`src/rtl/request_scheduler.sv`:
```
`default_nettype none
// ============================================================================
//  Module      : request_scheduler
//  Description : Round-robin time-sharing of the actuator code path among the
//                five sensor requesters (SFD, SRD, SFA, SW, ST). Each grant is
//                held for a minimum number of cycles, and an all-off guard gap
//                separates two different grants. All outputs are registered.
//  Revision    : 1.0  initial release
// ============================================================================
module request_scheduler #(
  parameter int HOLD_CYCLES = 8,
  parameter int GAP_CYCLES  = 2,
  parameter int T_LOW       = 18,
  parameter int T_HIGH      = 30
) (
  input  logic       clk,
  input  logic       reset,
  input  logic       SFD,
  input  logic       SRD,
  input  logic       SFA,
  input  logic       SW,
  input  logic       ST,
  input  logic [5:0] temperature,
  output logic [2:0] display,
  output logic [4:0] grant,
  output logic       busy
);

  localparam int c_cnt_max = (HOLD_CYCLES > GAP_CYCLES) ? HOLD_CYCLES : GAP_CYCLES;
  localparam int c_cw      = $clog2(c_cnt_max + 1);

  typedef logic [c_cw-1:0] cnt_t;

  localparam cnt_t       c_hold_load = cnt_t'(HOLD_CYCLES - 1);
  localparam cnt_t       c_gap_load  = (GAP_CYCLES > 0) ? cnt_t'(GAP_CYCLES - 1) : '0;
  localparam logic [5:0] c_t_low     = 6'(T_LOW);
  localparam logic [5:0] c_t_high    = 6'(T_HIGH);

  typedef enum logic [1:0] {
    S_IDLE = 2'd0,
    S_HOLD = 2'd1,
    S_GAP  = 2'd2
  } state_t;

  state_t     r_state, w_state_nxt;
  cnt_t       r_hold_cnt, w_hold_cnt_nxt;
  cnt_t       r_gap_cnt, w_gap_cnt_nxt;
  logic [2:0] r_ptr, w_ptr_nxt;
  logic [2:0] r_display, w_display_nxt;
  logic [4:0] r_grant, w_grant_nxt;

  logic       w_temp_low;
  logic       w_temp_high;
  logic [2:0] w_st_code;
  logic [4:0] w_req;
  logic       w_any;
  logic [2:0] w_win;
  logic       w_extend;
  logic       w_arbitrate;

  // Position k steps after base in the 5-entry ring.
  function automatic logic [2:0] f_ring(input logic [2:0] base, input int k);
    int s;
    s = int'(base) + k;
    if (s >= 5) s = s - 5;
    return 3'(s);
  endfunction

  // Actuator code for a requester index; ST's code depends on the band side.
  function automatic logic [2:0] f_code(input logic [2:0] idx, input logic [2:0] st_code);
    logic [2:0] c;
    case (idx)
      3'd0:    c = 3'b001;
      3'd1:    c = 3'b010;
      3'd2:    c = 3'b011;
      3'd3:    c = 3'b100;
      default: c = st_code;
    endcase
    return c;
  endfunction

  // Request vector; ST only requests when the temperature is strictly out of band.
  always_comb begin
    w_temp_low  = (temperature < c_t_low);
    w_temp_high = (temperature > c_t_high);
    w_st_code   = w_temp_low ? 3'b101 : 3'b110;
    w_req       = {ST & (w_temp_low | w_temp_high), SW, SFA, SRD, SFD};
  end

  // Round-robin pick: scan from ptr downward so the nearest requester wins last.
  always_comb begin
    w_any = 1'b0;
    w_win = 3'd0;
    for (int k = 4; k >= 0; k--) begin
      if (w_req[f_ring(r_ptr, k)]) begin
        w_any = 1'b1;
        w_win = f_ring(r_ptr, k);
      end
    end
  end

  // Extension only when the current holder is the sole requester.
  always_comb begin
    w_extend = (|(w_req & r_grant)) & ~(|(w_req & ~r_grant));
  end

  // Next-state and registered-output values.
  always_comb begin
    w_state_nxt    = r_state;
    w_hold_cnt_nxt = r_hold_cnt;
    w_gap_cnt_nxt  = r_gap_cnt;
    w_ptr_nxt      = r_ptr;
    w_display_nxt  = r_display;
    w_grant_nxt    = r_grant;
    w_arbitrate    = 1'b0;

    case (r_state)
      S_IDLE: begin
        w_arbitrate = 1'b1;
      end
      S_HOLD: begin
        if (r_hold_cnt != '0) begin
          w_hold_cnt_nxt = r_hold_cnt - cnt_t'(1);
        end else if (w_extend) begin
          w_hold_cnt_nxt = c_hold_load;
          if (r_grant[4]) w_display_nxt = w_st_code;
        end else if (GAP_CYCLES > 0) begin
          w_state_nxt   = S_GAP;
          w_gap_cnt_nxt = c_gap_load;
          w_display_nxt = 3'b000;
          w_grant_nxt   = 5'b00000;
        end else begin
          w_arbitrate = 1'b1;
        end
      end
      S_GAP: begin
        if (r_gap_cnt != '0) begin
          w_gap_cnt_nxt = r_gap_cnt - cnt_t'(1);
        end else begin
          w_arbitrate = 1'b1;
        end
      end
      default: begin
        w_state_nxt   = S_IDLE;
        w_display_nxt = 3'b000;
        w_grant_nxt   = 5'b00000;
      end
    endcase

    if (w_arbitrate) begin
      if (w_any) begin
        w_state_nxt    = S_HOLD;
        w_hold_cnt_nxt = c_hold_load;
        w_display_nxt  = f_code(w_win, w_st_code);
        w_grant_nxt    = 5'b00001 << w_win;
        w_ptr_nxt      = (w_win == 3'd4) ? 3'd0 : w_win + 3'd1;
      end else begin
        w_state_nxt   = S_IDLE;
        w_display_nxt = 3'b000;
        w_grant_nxt   = 5'b00000;
      end
    end
  end

  // State, counters, pointer and output registers; reset aborts any grant at once.
  always_ff @(posedge clk or negedge reset) begin
    if (!reset) begin
      r_state    <= S_IDLE;
      r_hold_cnt <= '0;
      r_gap_cnt  <= '0;
      r_ptr      <= 3'd0;
      r_display  <= 3'b000;
      r_grant    <= 5'b00000;
    end else begin
      r_state    <= w_state_nxt;
      r_hold_cnt <= w_hold_cnt_nxt;
      r_gap_cnt  <= w_gap_cnt_nxt;
      r_ptr      <= w_ptr_nxt;
      r_display  <= w_display_nxt;
      r_grant    <= w_grant_nxt;
    end
  end

  assign display = r_display;
  assign grant   = r_grant;
  assign busy    = (r_state != S_IDLE);

endmodule
`default_nettype wire
```
`config.mk`:
```
export PLATFORM = sky130hd
export DESIGN_NAME = request_scheduler
export DESIGN_NICKNAME = d
export VERILOG_FILES = /design/src/rtl/request_scheduler.sv
export SDC_FILE = /design/constraint.sdc
export NUM_CORES = 1
export LEC_CHECK = 0
export ABC_AREA = 1
export CORE_AREA = 3 3 123 78
export CTS_BUF_LIST = sky130_fd_sc_hd__clkbuf_16
export CTS_CLUSTER_SIZE = 30
export DETAILED_ROUTE_END_ITERATION = 8
export DIE_AREA = 0 0 126 81
export PLACE_DENSITY = 0.43
export REMOVE_ABC_BUFFERS = 1
export SYNTH_ARGS = -nofsm -noshare
export SYNTH_HDL_FRONTEND = slang
export SYNTH_SLANG_ARGS = --single-unit
```
`constraint.sdc`:
```
create_clock -name clk -period 10.65 [get_ports clk]
set_input_delay 3.195 -clock clk [delete_from_list [all_inputs] [get_ports clk]]
set_output_delay 3.195 -clock clk [all_outputs]
set_load 0.01 [all_outputs]
```
==> results of run 1 <==
-- state kept, by name, indices dropped and copies added, names as in the netlist --
| register | flops |
|---|---|
| r_gap_cnt | 4 |
| r_state | 2 |
| display | 3 |
| r_hold_cnt | 4 |
| grant | 5 |
| r_ptr | 3 |
-- cell usage after synthesis, drive strengths merged --
master  count
a21boi      2
a21oi      15
a221oi      1
a22oi       1
a31oi       2
buf         1
clkinv      1
dfrtp      21
fa          1
ha         16
inv        48
nand2      82
nand3      20
nand3b      3
nand4       3
nor2       17
nor3        3
nor4        2
o211ai      6
o21ai      32
o22ai       8
o311ai      1
o31ai       2
or2         2
xnor2       1
xor2        7
-- per-stage QoR --
step / setup slack (ns) / instance area [sq um] / hold WS [ns]
2_1_floorplan: 5.11 / 2090 / 0.490
4_1_cts: 4.47 / 2520 / 0.529
3_3_place_gp: 4.25 / 2440 / 0.516
5_1_grt: 4.00 / 2520 / 0.560
6_report: 4.44 / 2520 / 0.525
3_5_place_dp: 4.21 / 2440 / 0.513
-- routing by layer --
layer | wire length [um] | GRT usage (%)
met1 | 3490 | 20.7
met2 | 2030 | 14.9
met3 | 285 | 2.10
met4 | 13 | 0.642
met5 | 0 | 0
-- layout make-up --
class / instances / area [sq um] / share of cell area (%)
Inverter: 49 / 188 / 7.44
Clock inverter: 1 / 3.75 / 0.149
Clock buffer: 3 / 75.1 / 2.98
Tap cell: 112 / 140 / 5.56
Multi-Input combinational cell: 227 / 1380 / 54.7
Timing Repair Buffer: 21 / 210 / 8.33
Sequential cell: 21 / 526 / 20.8
-- logic make-up (layout without fill, tap and decap cells) --
family,count (synthesis),after routing,synth area share [%]
AND/OR/NAND/NOR,132,132,28.4
flip-flops,21,21,25.0
AO/OA/AOI/OAI,70,70,21.9
buffers and inverters,50,74,9.45
adder cells (fa/ha/maj),17,17,10.5
XOR/XNOR,8,8,4.76
-- worst paths after layout --
kind	from	end	slack (ns)	depth (start not counted)
max reg2reg	r_ptr[0]	display[1]	6.14	22
min in group asynchronous	reset	r_gap_cnt[0]	3.50	1
max in group asynchronous	reset	display[2]	6.53	1
max	temperature[2]	display[1]	4.44	21
min reg2reg	display[0]	display[0]	0.53	2
min	display[0]	display[0]	0.53	2
-- worst register-to-register path, delay by kind of cell (launching register included) --
kind,cells,cell delay [ns]
adders and majority gates,4,1.07
AOI/OAI and AO/OA,6,1.00
and+or+nand+nor,9,0.98
DFF,1,0.80
buffers and inverters,3,0.62
==> out/metrics.cfg, run 1 <==
[status]
outcome=finished, final reports clean

[routing]
ant_nets=0
viasPerCell=4.53
drcViolationCount=0
wire_per_inst_um=13.4
first_iter_violations=138
drt-total-wl_um=5820
drtPass1Iterations=4
vias=1967

[floorplanning]
core_sq_mm=0.00846
die-area_sq_mm=0.0102
num_io_pins=22
start_util_pct=24.9
fp.dieW_um=126
row_count=26
fp.dieH_um=81

[grt]
grt_first_pass_wirelength_um=9870
antenna_found_initial=0
gr-total-overflow=0
grt_max_degree=22
grt_pass1_vias=1813
grtUsageTotal_pct=11.9

[critical_path]
slowest_delay_ns=0.41
critPathArrivalTime_ns=6.39
crit_path_end_kind=register
crit_slowest_cell=clkdlybuf4s50_1
cpLargestDelayFamily=simple AND/OR/NAND/NOR gates
startpoint_type=input port
worst-path-max-fanout=7
cp_num_buf_inv=4
worst-setup-path-type=in2reg
crit_required_ns=10.84
crit_top_cell=nand2_1
cp_cell_sequence=clkdlybuf4s50_1 > or2_1 > o21ai_0 > nand2_1 > nand2_1 > nand2_1 > inv_1 > nand3_1 > nand2_1 > nor3_1 > o21ai_1 > o21ai_0 > o21ai_1 > inv_2 > ha_1 > ha_1 > inv_1 > nand2_1 > o21ai_1 > nand2_1 > a21oi_2

[cts]
cts-root-buf=clkbuf_16
cts_hold_buf=0
postCtsResizedCells=0
clkTransAtPathRegs_ns=0.06
cts_buffer_depth=2
cts_buffers=3
htree_levels=1
clk_latency_ns=0.25
cts.sinks=21
cts_tree=built
post-cts-setup-buffer-count=0

[timing]
period_needed_ns=6.21
max_clock_freq_mhz=161
min_period_over_period_pct=58.3
maxSlewViolCount=0
skew_ns=0.00359
finalHoldViolations=0
setup_tns_ns=0
worst_pin_slew_ns=1.02
setup_viol=0
slew_headroom_pct=31.8
rsz0062_at_grt=false

[flow_run]
max-cap-violations=0

[final_layout]
n_fill_cell=905
finalNetCount=353
area_delta_synth_final_pct=19.9
final_common_cell=nand2_1
drive_gt1_share_pct=10.2
stdcell_count=434
final_cell_mix=76 x nand2_1, 43 x inv_1, 21 x dfrtp_1, 21 x clkdlybuf4s50_1, 20 x o21ai_0
fin_util_pct=29.8
diodes=0

[synthesis]
synthTopCellsByArea=dfrtp_1 25%, nand2_1 14%, ha_1 9.5%
synth_area_leader_cell=dfrtp_1
synth_cells=298
synth_top_area_share_pct=25.0
seq_area_frac_synth_pct=25.0
synth_seq_cells=21
yosysWarningCount=0
syn_avg_cell_area_sq_um=7.06
synthDistinctLibCells=43
syn_area_sq_mm=0.00210

[place]
gp_congestion=0.866
portBuffers=21
placed_cells=430
post-dp-hpwl_um=4850

[hold_path]
hp-class=reg2reg

Power of run 1 is left out: the tool's default activity adds up to more than one toggle a clock period on the data nets, which glitch-free logic cannot reach.
==> inputs of run 2 (changes only) <==
Settings changed: PLACE_DENSITY 0.43 to 0.44.
Clock period 10.65 ns to 5.4 ns, I/O delays scaled along.
==> run 2 against run 1 <==
Compared with the run above:
- final cell count rose by 0.23%
- flip-flop and latch count did not move
- hold slack improved by 0.0057 ns
- wire length fell by 0.36%
- worst setup slack got worse by 3.7 ns
- global-route usage rose by 0.071 points
- first-iteration DRC count fell by 19%
- final area rose by 0.30%
- clock-buffer cell count did not move
- critical path depth did not move
- sequential share of layout area fell by 0.062 points
- highest routed layer unchanged
==> out/metrics.cfg, run 2 (synthesized netlist as in run 1, its figures left out) <==
[place]
gp_congestion=0.848
portBuffers=21
post-dp-hpwl_um=4870

[final_layout]
diodes=0
final_cell_mix=76 x nand2_1, 43 x inv_1, 21 x dfrtp_1, 21 x clkdlybuf4s50_1, 20 x o21ai_0
drive_gt1_share_pct=10.5
finalNetCount=354
area_delta_synth_final_pct=20.2
final_common_cell=nand2_1
largest_register_ffs=5

[timing]
hold_ws_ns=0.531
period_needed_ns=4.63
slew_headroom_pct=35.5
finalHoldViolations=0
worst_pin_slew_ns=0.964
max_clock_freq_mhz=216
skew_ns=0.00180
setup_viol=0
rsz0062_at_grt=false
min_period_over_period_pct=85.8
setup_tns_ns=0
maxSlewViolCount=0

[floorplanning]
start_util_pct=24.9
fp.dieH_um=81
num_io_pins=22
core_sq_mm=0.00846
row_count=26
die-area_sq_mm=0.0102
fp.dieW_um=126

[hold_path]
hold_end=display[0]
hp-class=reg2reg
hold_start=display[0]
whs_path_depth=2

[grt]
grt_pass1_vias=1942
grtUsageTotal_pct=12.0
use_met1_pct=19.6
grt_use_met2_pct=16.4
grt_use_met3_pct=1.84
busiest_layer=met1
gr-total-overflow=0
antenna_found_initial=0
grt_max_degree=22
grt_first_pass_wirelength_um=9950

[critical_path]
critPathArrivalTime_ns=4.82
reg2reg_slack_ns=1.33
ff2ff_path_depth=24
r2r-start=r_ptr[0]
startpoint_type=input port
worst-setup-path-type=in2reg
crit_required_ns=5.58
rr_endpoint=display[1]
crit_path_end_kind=register
worst-path-max-fanout=7

[cts]
htree_levels=1
cts-root-buf=clkbuf_16
cts_buffer_depth=2
clk_latency_ns=0.25
cts_tree=built
cts_buffers=3
clkTransAtPathRegs_ns=0.06
post-cts-setup-buffer-count=0
cts_hold_buf=0
cts.sinks=21
postCtsResizedCells=0

[routing]
drtPass1Iterations=4
first_iter_violations=112
ant_nets=0
vias=2002
drcViolationCount=0
wire_per_inst_um=13.3
drt-total-wl_um=5800
viasPerCell=4.60

[status]
outcome=finished, final reports clean

[flow_run]
max-cap-violations=0

[run 2: cell types whose count changed in the layout (fill, tap and decap cells not counted)]
cell	change
buf_4	+1
[run 2: routing by layer]
metal	wire length (um)	up-vias
met2	2100	51
met1	3310	912
li1	-	1037
met3	362	2
met5	0	-
met4	27	0
[run 2: worst max-delay path, cell delays in order]
cell and delay (ns):
clkdlybuf4s50_1 0.41, or2_1 0.22, o21ai_0 0.16, nand2_1 0.13, nand2_1 0.08, nand2_1 0.18
inv_1 0.17, nand3_1 0.11, nand2_1 0.16, nor3_1 0.07, o21ai_1 0.14, o21ai_0 0.10
o21ai_1 0.30, inv_2 0.09, ha_1 0.19, ha_1 0.17, inv_1 0.13, nand2_1 0.07
o21ai_1 0.12, nand2_1 0.08, a21oi_2 0.11
[run 2: final cells by class]
type | instances | area (sq um)
sequential | 21 | 526
multi-input combinational | 227 | 1380
tap | 112 | 140
clock inverter | 1 | 3.75
fill | 935 | 5930
clock buffer | 3 | 75.1
timing repair buffer | 22 | 218
inverter | 49 | 188
[run 2: how the worst max path moves through the flow]
stage / startpoint / to / slack [ns] / cells after the start
2_1_floorplan: temperature[2] / display[0] / 1.43 / 20
3_3_place_gp: temperature[2] / display[1] / 0.64 / 21
3_5_place_dp: temperature[2] / display[1] / 0.55 / 21
4_1_cts: temperature[2] / display[1] / 0.81 / 21
5_1_grt: temperature[2] / display[0] / 0.41 / 21
6_report: temperature[2] / display[1] / 0.77 / 21
[run 2: per-stage QoR]
step / setup slack (ns) / instances / utilization [%] / cell area, sq um
after global placement: 0.640 / 431 / 29.0 / 2450
after floorplan: 1.43 / 297 / - / 2090
after CTS: 0.811 / 435 / 29.9 / 2530
final: 0.766 / 435 / 29.9 / 2530
after detailed placement: 0.551 / 431 / 29.0 / 2450
after global routing: 0.410 / 435 / 29.9 / 2530
Power of run 2 is left out for the same reason.
